## config.mk

```make
export PLATFORM = sky130hd
export DESIGN_NAME = evu_event_counter_flat
export DESIGN_NICKNAME = d
export VERILOG_FILES = /design/src/rtl/evu_pkg.sv /design/src/rtl/evu_event_counter_if.sv /design/src/rtl/evu_line_counter.sv /design/src/rtl/evu_event_counter.sv /design/src/flat_wrapper.sv
export SDC_FILE = /design/constraint.sdc
export NUM_CORES = 1
export LEC_CHECK = 0
export CAP_MARGIN = 25
export CORE_ASPECT_RATIO = 1.1
export CORE_MARGIN = 1
export CORE_UTILIZATION = 55
export DETAILED_ROUTE_END_ITERATION = 8
export GPL_ROUTABILITY_DRIVEN = 1
export PLACE_DENSITY = 0.76
export SYNTH_ARGS = -nofsm -noshare
export SYNTH_HDL_FRONTEND = slang
export SYNTH_SLANG_ARGS = --single-unit
```

## constraint.sdc

```tcl
create_clock -name clk_i -period 7.77 [get_ports clk_i]
set_input_delay 2.331 -clock clk_i [delete_from_list [all_inputs] [get_ports clk_i]]
set_output_delay 2.331 -clock clk_i [all_outputs]
set_load 0.02 [all_outputs]
```

## src/rtl/evu_pkg.sv

```systemverilog
// Shared types and constants for the EVU event counter slice.
// Optional feature macro: EVU_CNT_SATURATE_EN (saturating counters instead of wrap).
package evu_pkg;

  localparam int unsigned EVU_NUM_LINES = 4;

  typedef enum logic [1:0] {
    EVU_PRIV_INV = 2'b00,
    EVU_PRIV_M   = 2'b01,
    EVU_PRIV_S   = 2'b10,
    EVU_PRIV_U   = 2'b11
  } evu_priv_e;

  typedef enum logic [1:0] {
    DUMP_IDLE  = 2'd0,
    DUMP_SNAP  = 2'd1,
    DUMP_DRAIN = 2'd2
  } evu_dump_state_e;

  // mask bit0=M, bit1=S, bit2=U; the invalid encoding never counts
  function automatic logic evu_priv_allowed(logic [1:0] priv, logic [2:0] mask);
    logic ok;
    ok = 1'b0;
    case (evu_priv_e'(priv))
      EVU_PRIV_M: ok = mask[0];
      EVU_PRIV_S: ok = mask[1];
      EVU_PRIV_U: ok = mask[2];
      default:    ok = 1'b0;
    endcase
    return ok;
  endfunction

endpackage

```

## src/rtl/evu_event_counter_if.sv

```systemverilog
// Snapshot stream port of the EVU event counter (valid/ready toward SPU/trace).
interface evu_event_counter_if #(
  parameter int unsigned NUM_LINES = 4,
  parameter int unsigned CNT_WIDTH = 32,
  parameter int unsigned IDX_W     = (NUM_LINES > 1) ? $clog2(NUM_LINES) : 1
);
  logic                 dump_valid_o;
  logic                 dump_ready_i;
  logic [IDX_W-1:0]     dump_idx_o;
  logic [CNT_WIDTH-1:0] dump_data_o;
  logic                 dump_last_o;

  modport master (
    output dump_valid_o,
    input  dump_ready_i,
    output dump_idx_o,
    output dump_data_o,
    output dump_last_o
  );

  modport slave (
    input  dump_valid_o,
    output dump_ready_i,
    input  dump_idx_o,
    input  dump_data_o,
    input  dump_last_o
  );
endinterface

```

## src/rtl/evu_line_counter.sv

```systemverilog
// One event line: counter with clear, snapshot-clear, sticky threshold and overflow flags.
// EVU_CNT_SATURATE_EN selects hold-at-all-ones instead of wrap-around.
module evu_line_counter
  import evu_pkg::*;
#(
  parameter int unsigned CNT_WIDTH = 32
) (
  input  logic                 clk_i,
  input  logic                 rst_i,
  input  logic                 inc_i,
  input  logic                 clear_i,
  input  logic                 snap_i,
  input  logic [CNT_WIDTH-1:0] threshold_i,
  output logic [CNT_WIDTH-1:0] snap_val_o,
  output logic                 irq_o,
  output logic                 ovf_o
);

  logic [CNT_WIDTH-1:0] cnt_q;
  logic [CNT_WIDTH-1:0] cnt_inc;
  logic [CNT_WIDTH-1:0] cnt_next;
  logic                 inc;
  logic                 at_max;
  logic                 hit;

  // next counter value, including this cycle's increment (clear drops it)
  always_comb begin
    inc    = inc_i & ~clear_i;
    at_max = &cnt_q;
`ifdef EVU_CNT_SATURATE_EN
    cnt_inc = at_max ? cnt_q : cnt_q + CNT_WIDTH'(1);
`else
    cnt_inc = cnt_q + CNT_WIDTH'(1);
`endif
    cnt_next   = inc ? cnt_inc : cnt_q;
    snap_val_o = cnt_next;
    // threshold fires only on an actual transition onto the threshold value
    hit = inc && (cnt_next != cnt_q) && (threshold_i != '0) && (cnt_next == threshold_i);
  end

  // counter and sticky flags; clear beats snapshot-clear beats increment
  always_ff @(posedge clk_i) begin
    if (rst_i) begin
      cnt_q <= '0;
      irq_o <= 1'b0;
      ovf_o <= 1'b0;
    end else if (clear_i) begin
      cnt_q <= '0;
      irq_o <= 1'b0;
      ovf_o <= 1'b0;
    end else begin
      cnt_q <= snap_i ? '0 : cnt_next;
      if (inc && at_max) ovf_o <= 1'b1;
      if (hit)           irq_o <= 1'b1;
    end
  end

endmodule

```

## src/rtl/evu_event_counter.sv

```systemverilog
// EVU event bus consumer: filters event pulses by privilege/ASID, counts per line,
// and streams an atomic snapshot of all counters on request.
// EVU_CNT_SATURATE_EN selects saturating counters (see evu_line_counter).
module evu_event_counter
  import evu_pkg::*;
#(
  parameter int unsigned NUM_LINES  = EVU_NUM_LINES,
  parameter int unsigned CNT_WIDTH  = 32,
  parameter int unsigned ASID_WIDTH = 16,
  parameter int unsigned IDX_W      = (NUM_LINES > 1) ? $clog2(NUM_LINES) : 1
) (
  input  logic                  clk_i,
  input  logic                  rst_i,
  input  logic [NUM_LINES-1:0]  evt_id_i,
  input  logic [1:0]            evt_priv_i,
  input  logic [ASID_WIDTH-1:0] evt_asid_i,
  input  logic [NUM_LINES-1:0]  cfg_line_en_i,
  input  logic [2:0]            cfg_priv_mask_i,
  input  logic                  cfg_asid_en_i,
  input  logic [ASID_WIDTH-1:0] cfg_asid_i,
  input  logic [CNT_WIDTH-1:0]  cfg_threshold_i,
  input  logic                  clear_i,
  input  logic                  dump_req_i,
  output logic                  dump_busy_o,
  evu_event_counter_if.master   dump,
  output logic [NUM_LINES-1:0]  irq_o,
  output logic [NUM_LINES-1:0]  ovf_o
);

  localparam logic [IDX_W-1:0] LAST_IDX = IDX_W'(NUM_LINES - 1);

  evu_dump_state_e      state_q;
  logic [IDX_W-1:0]     idx_q;
  logic [CNT_WIDTH-1:0] shadow_q [NUM_LINES];
  logic [CNT_WIDTH-1:0] snap_val [NUM_LINES];
  logic [NUM_LINES-1:0] inc;
  logic                 qual;
  logic                 snap;

  // shared event qualification (privilege and ASID), then per-line gating
  always_comb begin
    qual = evu_priv_allowed(evt_priv_i, cfg_priv_mask_i) &
           (~cfg_asid_en_i | (evt_asid_i == cfg_asid_i));
    inc  = evt_id_i & cfg_line_en_i & {NUM_LINES{qual}};
    snap = (state_q == DUMP_SNAP);
  end

  for (genvar g = 0; g < NUM_LINES; g++) begin : g_line
    evu_line_counter #(
      .CNT_WIDTH (CNT_WIDTH)
    ) u_line (
      .clk_i       (clk_i),
      .rst_i       (rst_i),
      .inc_i       (inc[g]),
      .clear_i     (clear_i),
      .snap_i      (snap),
      .threshold_i (cfg_threshold_i),
      .snap_val_o  (snap_val[g]),
      .irq_o       (irq_o[g]),
      .ovf_o       (ovf_o[g])
    );
  end

  // dump FSM: IDLE -> SNAP (one cycle) -> DRAIN until the last beat is accepted
  always_ff @(posedge clk_i) begin
    if (rst_i) begin
      state_q <= DUMP_IDLE;
      idx_q   <= '0;
    end else begin
      case (state_q)
        DUMP_IDLE: if (dump_req_i) state_q <= DUMP_SNAP;
        DUMP_SNAP: begin
          state_q <= DUMP_DRAIN;
          idx_q   <= '0;
        end
        DUMP_DRAIN: begin
          if (dump.dump_ready_i) begin
            if (idx_q == LAST_IDX) begin
              state_q <= DUMP_IDLE;
              idx_q   <= '0;
            end else begin
              idx_q <= idx_q + IDX_W'(1);
            end
          end
        end
        default: state_q <= DUMP_IDLE;
      endcase
    end
  end

  // shadow capture; the snapshot value already includes the SNAP-cycle increment
  always_ff @(posedge clk_i) begin
    if (rst_i) begin
      for (int unsigned i = 0; i < NUM_LINES; i++) shadow_q[i] <= '0;
    end else if (snap) begin
      for (int unsigned i = 0; i < NUM_LINES; i++) shadow_q[i] <= snap_val[i];
    end
  end

  // stream outputs are registered-state driven, so they hold while ready is low
  always_comb begin
    dump_busy_o       = (state_q != DUMP_IDLE);
    dump.dump_valid_o = (state_q == DUMP_DRAIN);
    dump.dump_idx_o   = idx_q;
    dump.dump_data_o  = shadow_q[idx_q];
    dump.dump_last_o  = (state_q == DUMP_DRAIN) && (idx_q == LAST_IDX);
  end

endmodule
```

## src/flat_wrapper.sv

```systemverilog
// flat-port wrapper written by rule: the top's interface ports become plain ports
module evu_event_counter_flat import evu_pkg::*;
#(
  parameter int unsigned NUM_LINES  = EVU_NUM_LINES,
  parameter int unsigned CNT_WIDTH  = 32,
  parameter int unsigned ASID_WIDTH = 16,
  parameter int unsigned IDX_W      = (NUM_LINES > 1) ? $clog2(NUM_LINES) : 1
)
  (clk_i, rst_i, evt_id_i, evt_priv_i, evt_asid_i, cfg_line_en_i, cfg_priv_mask_i, cfg_asid_en_i, cfg_asid_i, cfg_threshold_i, clear_i, dump_req_i, dump_busy_o, irq_o, ovf_o, dump_dump_valid_o, dump_dump_ready_i, dump_dump_idx_o, dump_dump_data_o, dump_dump_last_o);
  evu_event_counter_if #(.NUM_LINES(NUM_LINES), .CNT_WIDTH(CNT_WIDTH), .IDX_W(IDX_W)) dump_i ();
  input  logic clk_i;
  input  logic rst_i;
  input  logic [NUM_LINES-1:0] evt_id_i;
  input  logic [1:0] evt_priv_i;
  input  logic [ASID_WIDTH-1:0] evt_asid_i;
  input  logic [NUM_LINES-1:0] cfg_line_en_i;
  input  logic [2:0] cfg_priv_mask_i;
  input  logic cfg_asid_en_i;
  input  logic [ASID_WIDTH-1:0] cfg_asid_i;
  input  logic [CNT_WIDTH-1:0] cfg_threshold_i;
  input  logic clear_i;
  input  logic dump_req_i;
  output logic dump_busy_o;
  output logic [NUM_LINES-1:0] irq_o;
  output logic [NUM_LINES-1:0] ovf_o;
  output wire logic [$bits(dump_i.dump_valid_o)-1:0] dump_dump_valid_o;
  input wire logic [$bits(dump_i.dump_ready_i)-1:0] dump_dump_ready_i;
  output wire logic [$bits(dump_i.dump_idx_o)-1:0] dump_dump_idx_o;
  output wire logic [$bits(dump_i.dump_data_o)-1:0] dump_dump_data_o;
  output wire logic [$bits(dump_i.dump_last_o)-1:0] dump_dump_last_o;
  assign dump_dump_valid_o = dump_i.dump_valid_o;
  assign dump_i.dump_ready_i = dump_dump_ready_i;
  assign dump_dump_idx_o = dump_i.dump_idx_o;
  assign dump_dump_data_o = dump_i.dump_data_o;
  assign dump_dump_last_o = dump_i.dump_last_o;
  evu_event_counter #(.NUM_LINES(NUM_LINES), .CNT_WIDTH(CNT_WIDTH), .ASID_WIDTH(ASID_WIDTH), .IDX_W(IDX_W)) u_core (.clk_i(clk_i), .rst_i(rst_i), .evt_id_i(evt_id_i), .evt_priv_i(evt_priv_i), .evt_asid_i(evt_asid_i), .cfg_line_en_i(cfg_line_en_i), .cfg_priv_mask_i(cfg_priv_mask_i), .cfg_asid_en_i(cfg_asid_en_i), .cfg_asid_i(cfg_asid_i), .cfg_threshold_i(cfg_threshold_i), .clear_i(clear_i), .dump_req_i(dump_req_i), .dump_busy_o(dump_busy_o), .dump(dump_i), .irq_o(irq_o), .ovf_o(ovf_o));
endmodule
```

==> out/qor.txt <==
Drt drc: 0
Die width: 162.3 µm
GR Overflow Total: 0
Largest net degree at the start of global routing: 81
DR vias: 13.79k
Latest clock arrival within the worst-skew pair: 0.57 ns
Detailed Place HPWL: 42690 µm
Avg WL per Cell: 26.59 µm
Initial core utilization: 55.93%
Relative slew slack: 30.48%
Hold path endpoint: u_core.g_line[2].u_line.irq_o$_SDFFE_PP0P_
Num CTS Buffers: 28
Final Non-Filler Cells: 2121
FF-to-FF Start: u_core.g_line[3].u_line.cnt_q[9]$_SDFF_PP0_
Max Cap Violations: 0
Syn_nets: 1764
Clock root buffer: clkbuf_16
Leak: 5.544 nW
Final ANT Viol Nets: 0
Core area: 27790 µm²
Post-synth cell types: 71
CTS Buffer Depth: 3
Register area share after synthesis: 43.02%
CTS resizes: 0
CTS tree: done
Critical path class: in2reg
Routability Congestion: 1.018
Synthesized flop and latch total: 270
Fin crit share: 77.29%
Number of clock sinks: 270
Max VDD drop: 0.2551 mV
Cell taking the most area after synthesis: edfxtp_1
Area of the die: 28930 µm²
Status: completed
WL final: 56390 µm
Die Height: 178.3 µm
Dpl cells: 2068
Post-Syn Area: 15540 µm²
Worst-margin pin slew: 1.033 ns
Final hold vios: 0
Startpoint Class: input port
Main flop type after synthesis: dfxtp_1
Cell row count: 64
Post-synth EDFFs: 128
RR Endpoint: u_core.g_line[3].u_line.irq_o$_SDFFE_PP0P_
Period minus WS final: 6.005 ns
Final net count: 1824
Antenna violations before repair: 4
Crit path capture type: register
Synth cell count leaders: nor2_1, xnor2_1, dfxtp_1
Cts-stage hold buffer count: 0
Pre-antenna DRT Iters: 6
I/O pin count: 128
Fraction of registers with async set or reset after synthesis: 0%
Fin. max-slew vios: 0
Final-layout fill cell count: 2233
CTS clock-pin slew for the worst setup and hold paths: 0.07 ns
Pwr/cell area: 180.2 nW/µm²
Worst Hold Class: reg2reg
FF-to-FF path depth: 9
Ys Warns: 0
Cells after Synth: 1676
Via/cell ratio: 6.503
H-tree levels: 1
Critical Path Start: clear_i
Worst clock skew: 0.03120 ns
R2R setup slack: 3.96 ns
Top-count cell post-synth: nor2_1
Port bufs: 127
Total Routing Usage GR: 39.15%
Peak fanout along the critical path: 14
Setup TNS: 0 ns
Required @ worst endpoint: 8.24 ns
RSZ-0062 raised after global routing: no
CP arrival: 6.48 ns
# setup viols final: 0
Area contributors post-synth: edfxtp_1, dfxtp_1, xnor2_1
Number of inserted diodes: 0
Hold Path Depth: 2
First-pass GRT wire length: 82790 µm
FMAX: 166.5 MHz
Post-CTS setup buffers: 0
Vias in the first global route: 13.21k
Synth Area per Inst: 9.273 µm²
Post-synth top area share: 24.73%
Area growth syn-to-layout: 15.59%
Fraction of layout cells with a size suffix above 1: 7.679%
Min-delay src: u_core.g_line[2].u_line.irq_o$_SDFFE_PP0P_
Initial DRC Count: 1726
## registers in the layout (all words and copies together) (netlist names), named ones only
register	cells
u_core.dump.dump_idx_o	2
u_core.g_line.u_line.cnt_q	128
u_core.g_line.u_line.irq_o	4
u_core.g_line.u_line.ovf_o	4
u_core.shadow_q	128
u_core.state_q	2
## layer usage
layer	wire, µm	global-route usage, %
met1	21010	48.32
met2	27360	67.41
met3	5378	6.789
met4	2609	16.19
met5	28	0
## worst max-delay path by stage
stage	slack [ns]	cells after the start	end
after global routing	1.55	10	u_core.g_line[0].u_line.irq_o$_SDFFE_PP0P_
after detailed placement	1.28	10	u_core.g_line[0].u_line.irq_o$_SDFFE_PP0P_
final	1.76	10	u_core.g_line[0].u_line.irq_o$_SDFFE_PP0P_
after global placement	1.35	10	u_core.g_line[0].u_line.irq_o$_SDFFE_PP0P_
after CTS	1.86	10	u_core.g_line[0].u_line.irq_o$_SDFFE_PP0P_
after floorplan	1.84	1	u_core.shadow_q[0][0]$_SDFFCE_PN0P_
## power breakdown
part / internal, mW / switching (mW) / total [mW]
Sequential: 1.53 / 0.0181 / 1.55
Clock: 0.745 / 0.608 / 1.35
Combinational: 0.135 / 0.203 / 0.338
## cell families after synthesis
logic type                 synth area share [%]
AOI/OAI and AO/OA                         5.837
and+or+nand+nor                           25.47
adders and majority gates                0.4025
xor gates and xnor gates                  15.82
muxes                                     5.426
DFF                                       43.02
buffers and inverters                     4.025
## metrics by stage
| step | util [%] | area, µm² | worst slack [ns] | power [mW] | hold slack, ns |
|---|---|---|---|---|---|
| after floorplan | - | 15540 | 1.838 | 1.754 | 0.4258 |
| after global placement | 61.22 | 17010 | 1.347 | 1.902 | 0.4577 |
| after detailed placement | 61.22 | 17010 | 1.284 | 1.907 | 0.4529 |
| after CTS | 64.55 | 17940 | 1.862 | 3.231 | 0.4687 |
| after global routing | 64.65 | 17960 | 1.552 | 3.308 | 0.5022 |
| final | 64.65 | 17960 | 1.765 | 3.237 | 0.4666 |
## layout make-up
type | instances | area [µm²] | area share (%)
Multi-Input combinational cell | 1250 | 8264 | 46.00
Sequential cell | 270 | 6688 | 37.23
Timing Repair Buffer | 159 | 1531 | 8.525
Clock buffer | 33 | 760.7 | 4.235
Tap cell | 363 | 454.2 | 2.528
Clock inverter | 19 | 165.2 | 0.9193
Inverter | 27 | 101.3 | 0.5641
## worst max-delay path, cell delays in order
cell             delay [ns]
clkdlybuf4s50_1        0.55
nor4bb_1               0.66
a31o_2                 0.45
nand2_1                0.49
nor4_1                 0.96
xnor2_1                0.26
o21ai_0                0.10
a2111oi_0              0.30
nand4_1                0.14
o31ai_1                0.21
## cells in the final DEF, fill, tap and decap left out, drive strengths merged, types with 6 or more instances in the layout
master and instances:
clkbuf 33, o21ai 26, and4 9, nor2 319
o211ai 9, xor2 69, or3 13, nand2 109
dfxtp 142, nor2b 6, o311ai 6, nand4 72
and2 11, nand2b 7, edfxtp 128, nor4 63
or2 8, mux2i 10, clkinv 11, a21oi 12
and4b 6, or4 11, clkdlybuf4s50 127, xnor2 196
buf 32, nor4b 11, nor3 53, a2111oi 6
a31oi 10, nand3 63, nand3b 12, mux4 32
and3 24, inv 30
No activity file was read; power rests on OpenSTA's default activity.
